## config.mk

```make
export PLATFORM = sky130hd
export DESIGN_NAME = nibble_serial_add_ctrl
export DESIGN_NICKNAME = d
export VERILOG_FILES = /design/src/rtl/nsa_pkg.sv /design/src/rtl/adder4.sv /design/src/rtl/nibble_serial_add_ctrl.sv
export SDC_FILE = /design/constraint.sdc
export NUM_CORES = 1
export LEC_CHECK = 0
export ABC_CLOCK_PERIOD_IN_PS = 3200
export CELL_PAD_IN_SITES_DETAIL_PLACEMENT = 0
export CELL_PAD_IN_SITES_GLOBAL_PLACEMENT = 1
export CORE_ASPECT_RATIO = 0.7
export CORE_UTILIZATION = 41
export DETAILED_ROUTE_END_ITERATION = 10
export GPL_TIMING_DRIVEN = 1
export PLACE_DENSITY_LB_ADDON = 0.1
export SLEW_MARGIN = 40
export SYNTH_ARGS = -nofsm -noshare
export SYNTH_HDL_FRONTEND = slang
export SYNTH_SLANG_ARGS = --single-unit
```

## constraint.sdc

```tcl
create_clock -name clk -period 3.2 [get_ports clk]
set_input_delay 0.32 -clock clk [delete_from_list [all_inputs] [get_ports clk]]
set_output_delay 0.32 -clock clk [all_outputs]
set_load 0.005 [all_outputs]
```

## src/rtl/nsa_pkg.sv

```systemverilog
// Shared types and constants for the nibble-serial adder controller.
package nsa_pkg;

    localparam int NIBBLE_W = 4;

    typedef enum logic [1:0] {
        IDLE = 2'd0,
        RUN  = 2'd1,
        DONE = 2'd2
    } state_t;

endpackage

```

## src/rtl/adder4.sv

```systemverilog
// Combinational 4-bit ripple-carry adder; the controller time-shares one instance across all nibbles.
module adder4
    import nsa_pkg::*;
(
    input  logic [NIBBLE_W-1:0] A,
    input  logic [NIBBLE_W-1:0] B,
    input  logic                CI,
    output logic [NIBBLE_W-1:0] SUM,
    output logic                CO
);

    logic carry;

    // NOTE: blocking assignments here let the carry variable ripple bit by bit within one evaluation;
    // every output gets a default first so no latch can be inferred.
    always_comb begin
        SUM   = '0;
        carry = CI;
        for (int i = 0; i < NIBBLE_W; i++) begin
            SUM[i] = A[i] ^ B[i] ^ carry;
            carry  = (A[i] & B[i]) | (carry & (A[i] ^ B[i]));
        end
        CO = carry;
    end

endmodule

```

## src/rtl/nibble_serial_add_ctrl.sv

```systemverilog
// Nibble-serial W-bit adder: one 4-bit adder processes one nibble per RUN cycle, LSB nibble first.
// Optional macro NSA_SUB_EN adds a 'sub' input that turns the operation into op_a - op_b.
module nibble_serial_add_ctrl
    import nsa_pkg::*;
#(
    parameter int NIBBLES = 4
) (
    input  logic                    clk,
    input  logic                    rst,
    input  logic                    start,
    input  logic [NIBBLE_W*NIBBLES-1:0] op_a,
    input  logic [NIBBLE_W*NIBBLES-1:0] op_b,
    input  logic                    cin,
`ifdef NSA_SUB_EN
    input  logic                    sub,
`endif
    output logic                    busy,
    output logic                    done,
    output logic [NIBBLE_W*NIBBLES-1:0] sum,
    output logic                    cout
);

    localparam int W     = NIBBLE_W * NIBBLES;
    localparam int IDX_W = (NIBBLES > 1) ? $clog2(NIBBLES) : 1;

    state_t             state;
    logic [IDX_W-1:0]   idx;
    logic               carry;
    logic [W-1:0]       a_q;
    logic [W-1:0]       b_q;

    logic [W-1:0]        b_in;
    logic                ci_in;
    logic [NIBBLE_W-1:0] add_a;
    logic [NIBBLE_W-1:0] add_b;
    logic [NIBBLE_W-1:0] add_sum;
    logic                add_co;
    logic                last;

    // Subtraction is a + ~b + 1, so the mode is folded into the captured operand and carry.
`ifdef NSA_SUB_EN
    assign b_in  = sub ? ~op_b : op_b;
    assign ci_in = sub | cin;
`else
    assign b_in  = op_b;
    assign ci_in = cin;
`endif

    always_comb begin
        add_a = a_q[idx*NIBBLE_W +: NIBBLE_W];
        add_b = b_q[idx*NIBBLE_W +: NIBBLE_W];
        last  = (idx == IDX_W'(NIBBLES - 1));
    end

    adder4 u_adder4 (
        .A   (add_a),
        .B   (add_b),
        .CI  (carry),
        .SUM (add_sum),
        .CO  (add_co)
    );

    // NOTE: sequential state uses non-blocking assignments so every register samples pre-edge values.
    always_ff @(posedge clk or posedge rst) begin
        if (rst) begin
            state <= IDLE;
            idx   <= '0;
            carry <= 1'b0;
            a_q   <= '0;
            b_q   <= '0;
            sum   <= '0;
            cout  <= 1'b0;
            busy  <= 1'b0;
            done  <= 1'b0;
        end else begin
            case (state)
                IDLE: begin
                    if (start) begin
                        a_q   <= op_a;
                        b_q   <= b_in;
                        carry <= ci_in;
                        idx   <= '0;
                        sum   <= '0;
                        busy  <= 1'b1;
                        state <= RUN;
                    end
                end
                RUN: begin
                    sum[idx*NIBBLE_W +: NIBBLE_W] <= add_sum;
                    carry <= add_co;
                    if (last) begin
                        cout  <= add_co;
                        idx   <= '0;
                        done  <= 1'b1;
                        state <= DONE;
                    end else begin
                        idx <= idx + IDX_W'(1);
                    end
                end
                DONE: begin
                    done  <= 1'b0;
                    busy  <= 1'b0;
                    state <= IDLE;
                end
                default: begin
                    done  <= 1'b0;
                    busy  <= 1'b0;
                    state <= IDLE;
                end
            endcase
        end
    end

endmodule

```

# Word-level counts from Yosys, hierarchy flattened
# Index checks and enable logic that the tools add are counted.
op_classes:
  n_addsub: 2
  n_div: 0
  n_mul: 0
  bitwise_logic: 22
  muxes: 15
  n_eq_ne: 4
  n_shift: 4
  n_lt_le_gt_ge: 0
  reduce_logical: 8
op_table:
  columns: ["cell", "n"]
  rows:
  - ["$neg A4 Y34", 1]
  - ["$shift A4 B34 Y16 const A", 1]
  - ["$shiftx A4 B34 Y16", 1]
  - ["$pmux W16 S2", 1]
  - ["$shiftx A16 B5 Y4", 2]
  - ["$bwmux W16", 1]
  - ["$mux W16", 1]
  - ["$reduce_and A2 Y1", 6]
  - ["$and A1 B1 Y1", 8]
  - ["$mux W2", 4]
  - ["$pmux W2 S2", 2]
  - ["$xor A1 B1 Y1", 8]
  - ["$pmux W1 S2", 3]
  - ["$ne A2 B2 Y1 const B", 2]
  - ["$or A1 B1 Y1", 4]
  - ["$mux W1", 3]
  - ["$add A2 B1 Y2 const B", 1]
  - ["$eq A2 B1 Y1 const B", 1]
  - ["$eq A2 B2 Y1 const B", 1]
  - ["$logic_not A2 Y1", 1]
  - ["$not A1 Y1", 2]
  - ["$reduce_bool A2 Y1", 1]
totals:
  wordCells: 64
  in_bits: 36
  reg_bits: 56
  mem_bits_ro: 0
  latchBits: 0
  memories: 0
  ramBits: 0
  output_inout_bits: 19

# Longest topological paths before layout
# Gate-level depths: netlist of the first run.
depth:
  ltp_word: 12
  ltp_mapped: 12
  ltp_nobuf: 11

# Cells and area by module
# From an unflattened synthesis of the first run, not the netlist that was laid out.
hier_totals:
  cells_unflattened: 177
  hier_area_um2: 2807.7
modules_own_cells:
  columns: ["module", "seq_area_each_um2", "n_inst", "cells_per_inst", "area_per_inst_um2"]
  rows:
  - ["nibble_serial_add_ctrl", 1401.3, 1, 163, 2690.1]
  - ["adder4", 0.0, 1, 14, 117.6]

# Least setup slack after synthesis of the first run
# Ideal clock, no wire load.
synth_timing:
  path_kind: "reg2reg"
  from: "reg idx[0]"
  to: "reg sum[3]"
  t_required_ps: 3079
  arrival_ps: 2748
  slack_ps: 331
  path_stages_with_launch: 12
  synth_period_minus_slack_ps: 2869
  setup_time_ps: 121
  path_buffers: 1
  path_cell_list: "dfrtp_1 > buf_4 > mux4_2 > inv_1 > fa_1 > inv_1 > fa_1 > inv_1 > fa_1 > inv_1 > fa_1 > a22o_1"
synth_via:
  elab_chain_len: 12
  elab_cells_between_ends: 24
  cone_classes: "1 x add/sub; 4 x shift; 2 x mux; 17 x bitwise"
synth_lines:
  columns: ["element", "line", "text"]
  rows:
  - ["from (decl)", "nibble_serial_add_ctrl.sv:27", "logic [IDX_W-1:0] idx;"]
  - ["from (signal assigned)", "nibble_serial_add_ctrl.sv:97", "idx <= idx + IDX_W'(1);"]
  - ["$shiftx A16 B5 Y4 (on tied branches)", "nibble_serial_add_ctrl.sv:50, nibble_serial_add_ctrl.sv:51", null]
  - ["$xor A1 B1 Y1", "adder4.sv:20, adder4.sv:21", null]
  - ["$and A1 B1 Y1", "adder4.sv:21", "carry = (A[i] & B[i]) | (carry & (A[i] ^ B[i]));"]
  - ["$or A1 B1 Y1", "adder4.sv:21", null]
  - ["$and A1 B1 Y1", "adder4.sv:21", null]
  - ["$or A1 B1 Y1", "adder4.sv:21", null]
  - ["$and A1 B1 Y1", "adder4.sv:21", null]
  - ["$or A1 B1 Y1", "adder4.sv:21", null]
  - ["$xor A1 B1 Y1", "adder4.sv:20", "SUM[i] = A[i] ^ B[i] ^ carry;"]
  - ["$shiftx A4 B34 Y16", "nibble_serial_add_ctrl.sv:89", "sum[idx*NIBBLE_W +: NIBBLE_W] <= add_sum;"]
  - ["$bwmux W16 *", "nibble_serial_add_ctrl.sv:89", null]
  - ["$pmux W16 S2 *", "nibble_serial_add_ctrl.sv:76", "case (state)"]
  - ["to (signal, indexed assignment)", "nibble_serial_add_ctrl.sv:89", null]
  - ["to (decl)", "nibble_serial_add_ctrl.sv:19", "output logic [NIBBLE_W*NIBBLES-1:0] sum,"]
# Every way passes the cells marked *; elsewhere a longest branch is shown, timed or not.
# A chain may end at the register's enable or synchronous reset.

# Final worst setup path of the first run
layout_timing:
  from: "reg idx[1]"
  to: "reg sum[3]"
# The elaborated chain is that of the path after synthesis.

==> flow_summary_export.csv, run 1 <==
group,metric,value,unit
setup_path,crit_type,"reg2reg",
routing,drtPass1Iterations,4,
finish,area_growth,27.6,%
yosys,yosysSeqAreaShare,54.8,%
clock_network,clock_tree.root_cell,"clkbuf_8",
global_routing,grt_max_degree,57,
clock_network,post_cts_resized,0,
routing,ant_nets,0,
pwr,vdd_drop_max,462,uV
routing,drtIter0Drc,42,
setup_path,crit_start,"idx[1]$_DFFE_PP0P_",
global_routing,grt_pass1_wl,9350,um
floorplan,num_io_pins,55,
routing,num_vias,1637,
finish,register_area,1400,sq um
yosys,ys.warnings.count,0,
setup_path,timing.rr.end,"sum[3]$_DFFE_PP0P_",
routing,avgViaCountPerCell,5.26,
setup_path,crit_buf_inv,4,
global_routing,grt_pass1_vias,1757,
clock_network,cts_setup_buffers,0,
setup_path,required,3.40,ns
timing,worst_pin_slew,0.668,ns
yosys,yosysMostFrequentCell,"dfrtp_1",
timing,setup_tns,0,ns
timing,rsz0062_at_grt,"no",
setup_path,crit_chain,"mux4_2, inv_1, fa_1, inv_1, fa_1, inv_1, fa_1, inv_1, fa_1, a22o_1",
timing,post-route-min-period,2.76,ns
setup_path,path_delay_family,"adder cells",
setup_path,timing.rr.start,"idx[1]$_DFFE_PP0P_",
clock_network,cts_buffer_depth,2,
yosys,synth_cell_types,34,
floorplan,die_h,68.1,um
floorplan,die_w,96.4,um
timing,maxSlewHeadroom,55.5,%
yosys,synth_edf_count,0,
setup_path,start_kind,"flop",
timing,clock.fmax,0.363,GHz
finish,multi_input_area,1060,sq um
floorplan,die_area,6570,sq um
placement,hpwl,4160,um
yosys,yosysTopAreaCellShare,54.8,%
pwr,p_total,0.00328,W
yosys,ys_ff_latch,56,
pwr,leakage,1.39,nW
finish,final_layout_size_suffix_gt1_share,10.6,%
clock_network,cts.clk_slew.worst_paths,0.09,ns
timing,timing.final.crit_share,86.1,%
timing,hold_viol_final,0,
floorplan,fp.coreArea,5870,sq um
clock_network,cts_made_buffers,5,
setup_path,cp.arrival,2.96,ns
routing,wirelength,5470,um
clock_network,cts_hold_buf,0,
pwr,p_per_area,1010,nW/um^2
clock_network,htreeDepth,2,
finish,n_fill_cell,495,
yosys,yosysTopAreaCell,"dfrtp_1",
yosys,async_flop_share,100,%
yosys,synth_flop_cell,"dfrtp_1",
finish,nets,279,
setup_path,reg2reg_slack,0.44,ns
run_status,outcome,"completed",
clock_network,cts_tree,"yes",
run,drv_cap,0,
setup_path,cp_slowest_cell,"dfrtp_1",
yosys,synth_nets,221,
clock_network,cts.sinks,56,
yosys,syn_inst,177,
placement,pre_cts_slack,0.453,ns
timing,fin_skew,0.00461,ns
yosys,yosys-top-cells-area,"dfrtp_1, mux2_1, mux4_2, fa_1, a22o_1",
timing,finalWorstSetupSlack,0.443,ns
setup_path,path_max_fanout,8,
yosys,yosys-top-cells-count,"dfrtp_1, mux2_1, inv_1, a22o_1",
finish,n_antenna_cell,0,
floorplan,start_util,43.6,%
routing,wl_per_cell,17.6,um
global_routing,grt_overflow,0,
setup_path,cp.depth,10,
yosys,netlist_area,2560,sq um
timing,whs,0.467,ns
setup_path,r2r_cells,10,
routing,drc,0,
timing,slew_violations,0,
floorplan,rows,23,
global_routing,track_usage,19.8,%
yosys,syn_avg_cell_area,14.5,sq um
setup_path,critical-path-max-stage-delay,0.55,ns
setup_path,endpoint_kind,"flop",
min_path,hold_class,"in2async",
timing,setup_viol,0,
clock_network,clk_latency,0.31,ns
placement,place_congestion,0.759,
placement,portBuffers,54,
global_routing,antenna_found_initial,0,
worst max-delay path by stage:
stage,to
after floorplan,sum[3]$_DFFE_PP0P_
after global placement,sum[7]$_DFFE_PP0P_
after detailed placement,sum[7]$_DFFE_PP0P_
after CTS,sum[3]$_DFFE_PP0P_
after global routing,sum[3]$_DFFE_PP0P_
final,sum[3]$_DFFE_PP0P_
state kept, by name, summed over array words and instances, names as in the netlist:
signal	cells
carry	1
sum	16
state	2
busy	1
idx	2
b_q	16
cout	1
a_q	16
done	1
where the power goes:
group | switching, W | internal (W)
clock | 0.000213 | 0.000177
sequential | 0.000239 | 0.00102
combinational | 0.000783 | 0.000848
total | 0.00123 | 0.00205
per-stage QoR:
stage / utilization (%) / cells / instance area (sq um)
floorplan: - / 177 / 2560
global placement: 53.8 / 302 / 3160
detailed placement: 53.8 / 302 / 3160
CTS: 55.4 / 310 / 3250
global route: 55.6 / 311 / 3270
finish: 55.6 / 311 / 3270
worst register-to-register path: cells and delay by family (launching register included):
kind            cells  cell delay (ns)
fa+ha+maj           4             1.35
mux                 1             0.26
flops               1             0.55
compound gates      1             0.23
buf+inv             4             0.25
logic make-up (layout without fill, tap and decap cells):
kind of cell    Yosys count  count (layout)  synth area share [%]
flops                    56              56                  54.8
mux                      41              41                  21.6
compound gates           27              27                  8.46
simple gates             27              27                  6.26
buf+inv                  18              77                  3.86
fa+ha+maj                 8               8                  5.09
per-layer routing:
| layer | global-route usage, % | vias to the layer above | share of wire, % |
|---|---|---|---|
| li1 | - | 761 | - |
| met1 | 28.6 | 822 | 49 |
| met2 | 29.9 | 42 | 44 |
| met3 | 4.33 | 12 | 5.1 |
| met4 | 6.25 | 0 | 1.5 |
| met5 | 0 | - | 0 |
placed cells by master (no fill, tap or decap), types with 4 or more instances in the layout:
cell             synthesis  routed
a21o_1                   4       4
a22o_1                   9       9
clkbuf_8                 0       6
clkdlybuf4s50_1          0      54
dfrtp_1                 56      56
fa_1                     4       4
ha_1                     4       4
inv_1                   11      10
mux2_1                  30      30
mux4_2                   8       8
nand2_1                  5       5
nor2_1                   4       4
nor2b_1                  4       4
o2bb2ai_1                8       8
cell type report:
| class | count | share of cell area, % |
|---|---|---|
| Clock buffer | 8 | 2.76 |
| Inverter | 11 | 1.34 |
| Multi-Input combinational cell | 103 | 32.4 |
| Sequential cell | 56 | 42.9 |
| Tap cell | 75 | 2.87 |
| Timing Repair Buffer | 58 | 17.7 |
Power figures use the tool's default switching activity.
==> run 2: changes to the inputs <==
==> constraint.sdc (replaced) <==
create_clock -name clk -period 3.2 [get_ports clk]
set_input_delay 0.32 -clock clk [delete_from_list [all_inputs] [get_ports clk]]
set_output_delay 0.32 -clock clk [all_outputs]
set_load 0.1 [all_outputs]
==> run 2 against run 1 <==
- first-iteration DRC count grew 67%
- worst setup slack got worse by 0.041 ns
- design area is 2.9% lower
==> flow_summary_export.csv, run 2 (synthesis results as in run 1) <==
group,metric,value,unit
timing,slew_violations,0,
global_routing,grt_max_degree,57,
routing,avgViaCountPerCell,5.18,
finish,final_layout_size_suffix_gt1_share,18.6,%
setup_path,timing.rr.start,"idx[1]$_DFFE_PP0P_",
timing,maxSlewHeadroom,55.3,%
clock_network,cts.clk_slew.worst_paths,0.10,ns
routing,drc,0,
routing,wirelength,5330,um
run,drv_cap,0,
floorplan,rows,23,
global_routing,met3_usage,4.00,%
placement,hpwl,4070,um
global_routing,grt.met1_usage,26.9,%
clock_network,post_cts_resized,0,
floorplan,start_util,43.6,%
routing,drtIter0Drc,70,
finish,fin_util,54.0,%
finish,mostFrequentLayoutCells,"dfrtp_1, clkdlybuf4s50_1, mux2_1",
placement,place_congestion,0.759,
finish,largestRegisters,"a_q x16, b_q x16, sum x16",
setup_path,cp_slowest_cell,"dfrtp_1",
setup_path,crit_chain,"mux4_2, inv_1, fa_1, inv_1, fa_1, inv_1, fa_1, inv_1, fa_1, a22o_1",
setup_path,path_delay_family,"adder cells",
finish,layout.cells.most_common,"dfrtp_1",
floorplan,die_w,96.4,um
global_routing,grt_pass1_vias,1748,
setup_path,path_max_fanout,8,
clock_network,cts_made_buffers,5,
setup_path,endpoint_kind,"flop",
timing,setup_tns,0,ns
timing,setup_viol,0,
setup_path,required,3.39,ns
clock_network,clock_tree.root_cell,"clkbuf_8",
setup_path,crit_type,"reg2reg",
global_routing,grt_overflow,0,
placement,portBuffers,54,
floorplan,die_h,68.1,um
setup_path,crit_end,"sum[3]$_DFFE_PP0P_",
run_status,outcome,"completed",
setup_path,start_kind,"flop",
timing,post-route-min-period,2.80,ns
global_routing,track_usage,18.5,%
timing,fin_skew,0.00808,ns
min_path,hold_class,"in2async",
clock_network,cts.sinks,56,
global_routing,antenna_found_initial,0,
floorplan,die_area,6570,sq um
timing,hold_viol_final,0,
finish,nets,279,
clock_network,cts_setup_buffers,0,
setup_path,crit_start,"idx[1]$_DFFE_PP0P_",
routing,wl_per_cell,17.1,um
timing,worst_pin_slew,0.670,ns
setup_path,timing.rr.end,"sum[3]$_DFFE_PP0P_",
global_routing,top_usage_layer,"met2",
finish,n_antenna_cell,0,
clock_network,cts_hold_buf,0,
setup_path,cp.depth,10,
clock_network,htreeDepth,2,
floorplan,num_io_pins,55,
setup_path,r2r_cells,10,
clock_network,clk_latency,0.30,ns
routing,num_vias,1610,
finish,area_growth,23.9,%
setup_path,cp.arrival,2.99,ns
routing,ant_nets,0,
clock_network,cts_buffer_depth,2,
timing,timing.final.crit_share,87.4,%
global_routing,met2_usage,28.7,%
setup_path,crit_buf_inv,4,
global_routing,grt_pass1_wl,8950,um
setup_path,critical-path-max-stage-delay,0.55,ns
timing,clock.fmax,0.357,GHz
timing,rsz0062_at_grt,"no",
setup_path,reg2reg_slack,0.40,ns
routing,drtPass1Iterations,4,
floorplan,fp.coreArea,5870,sq um
clock_network,cts_tree,"yes",
-- run 2: per-layer routing --
layer,vias to the layer above,wire [um]
met4,0,41
met1,808,2670
li1,755,-
met5,-,0
met2,43,2340
met3,4,276
-- run 2: how the worst min path moves through the flow --
| stage | endpoint | startpoint | cells after the start |
|---|---|---|---|
| after floorplan | carry$_DFFE_PP0P_ | carry$_DFFE_PP0P_ | 2 |
| after global placement | b_q[10]$_DFFE_PP0P_ | b_q[10]$_DFFE_PP0P_ | 1 |
| after detailed placement | sum[14]$_DFFE_PP0P_ | sum[14]$_DFFE_PP0P_ | 1 |
| after CTS | a_q[9]$_DFFE_PP0P_ | rst | 2 |
| after global routing | sum[4]$_DFFE_PP0P_ | sum[4]$_DFFE_PP0P_ | 1 |
| final | a_q[9]$_DFFE_PP0P_ | rst | 2 |
-- run 2: through the flow --
step	setup WS [ns]	std cells	hold WS (ns)	area, sq um
global route	0.272	311	0.507	3170
CTS	0.378	310	0.498	3160
floorplan	0.329	177	0.450	2560
global placement	0.519	302	0.469	3160
finish	0.402	311	0.477	3170
detailed placement	0.413	302	0.475	3070
-- run 2: worst register-to-register path: stages (launching register included) --
cell,delay [ns]
dfrtp_1,0.55
mux4_2,0.26
inv_1,0.05
fa_1,0.39
inv_1,0.08
fa_1,0.16
inv_1,0.05
fa_1,0.35
inv_1,0.08
fa_1,0.49
a22o_1,0.24
-- run 2: layout make-up --
type	instances	area, sq um
inverters	11	43.8
well taps	75	93.8
repair buffers	58	483
fillers	508	2700
flip-flops and latches	56	1400
multi-input cells	103	1060
clock buffers	8	90.1
Power of run 2 is left out: the tool's default activity adds up to more than one toggle a clock period on the data nets, which glitch-free logic cannot reach.
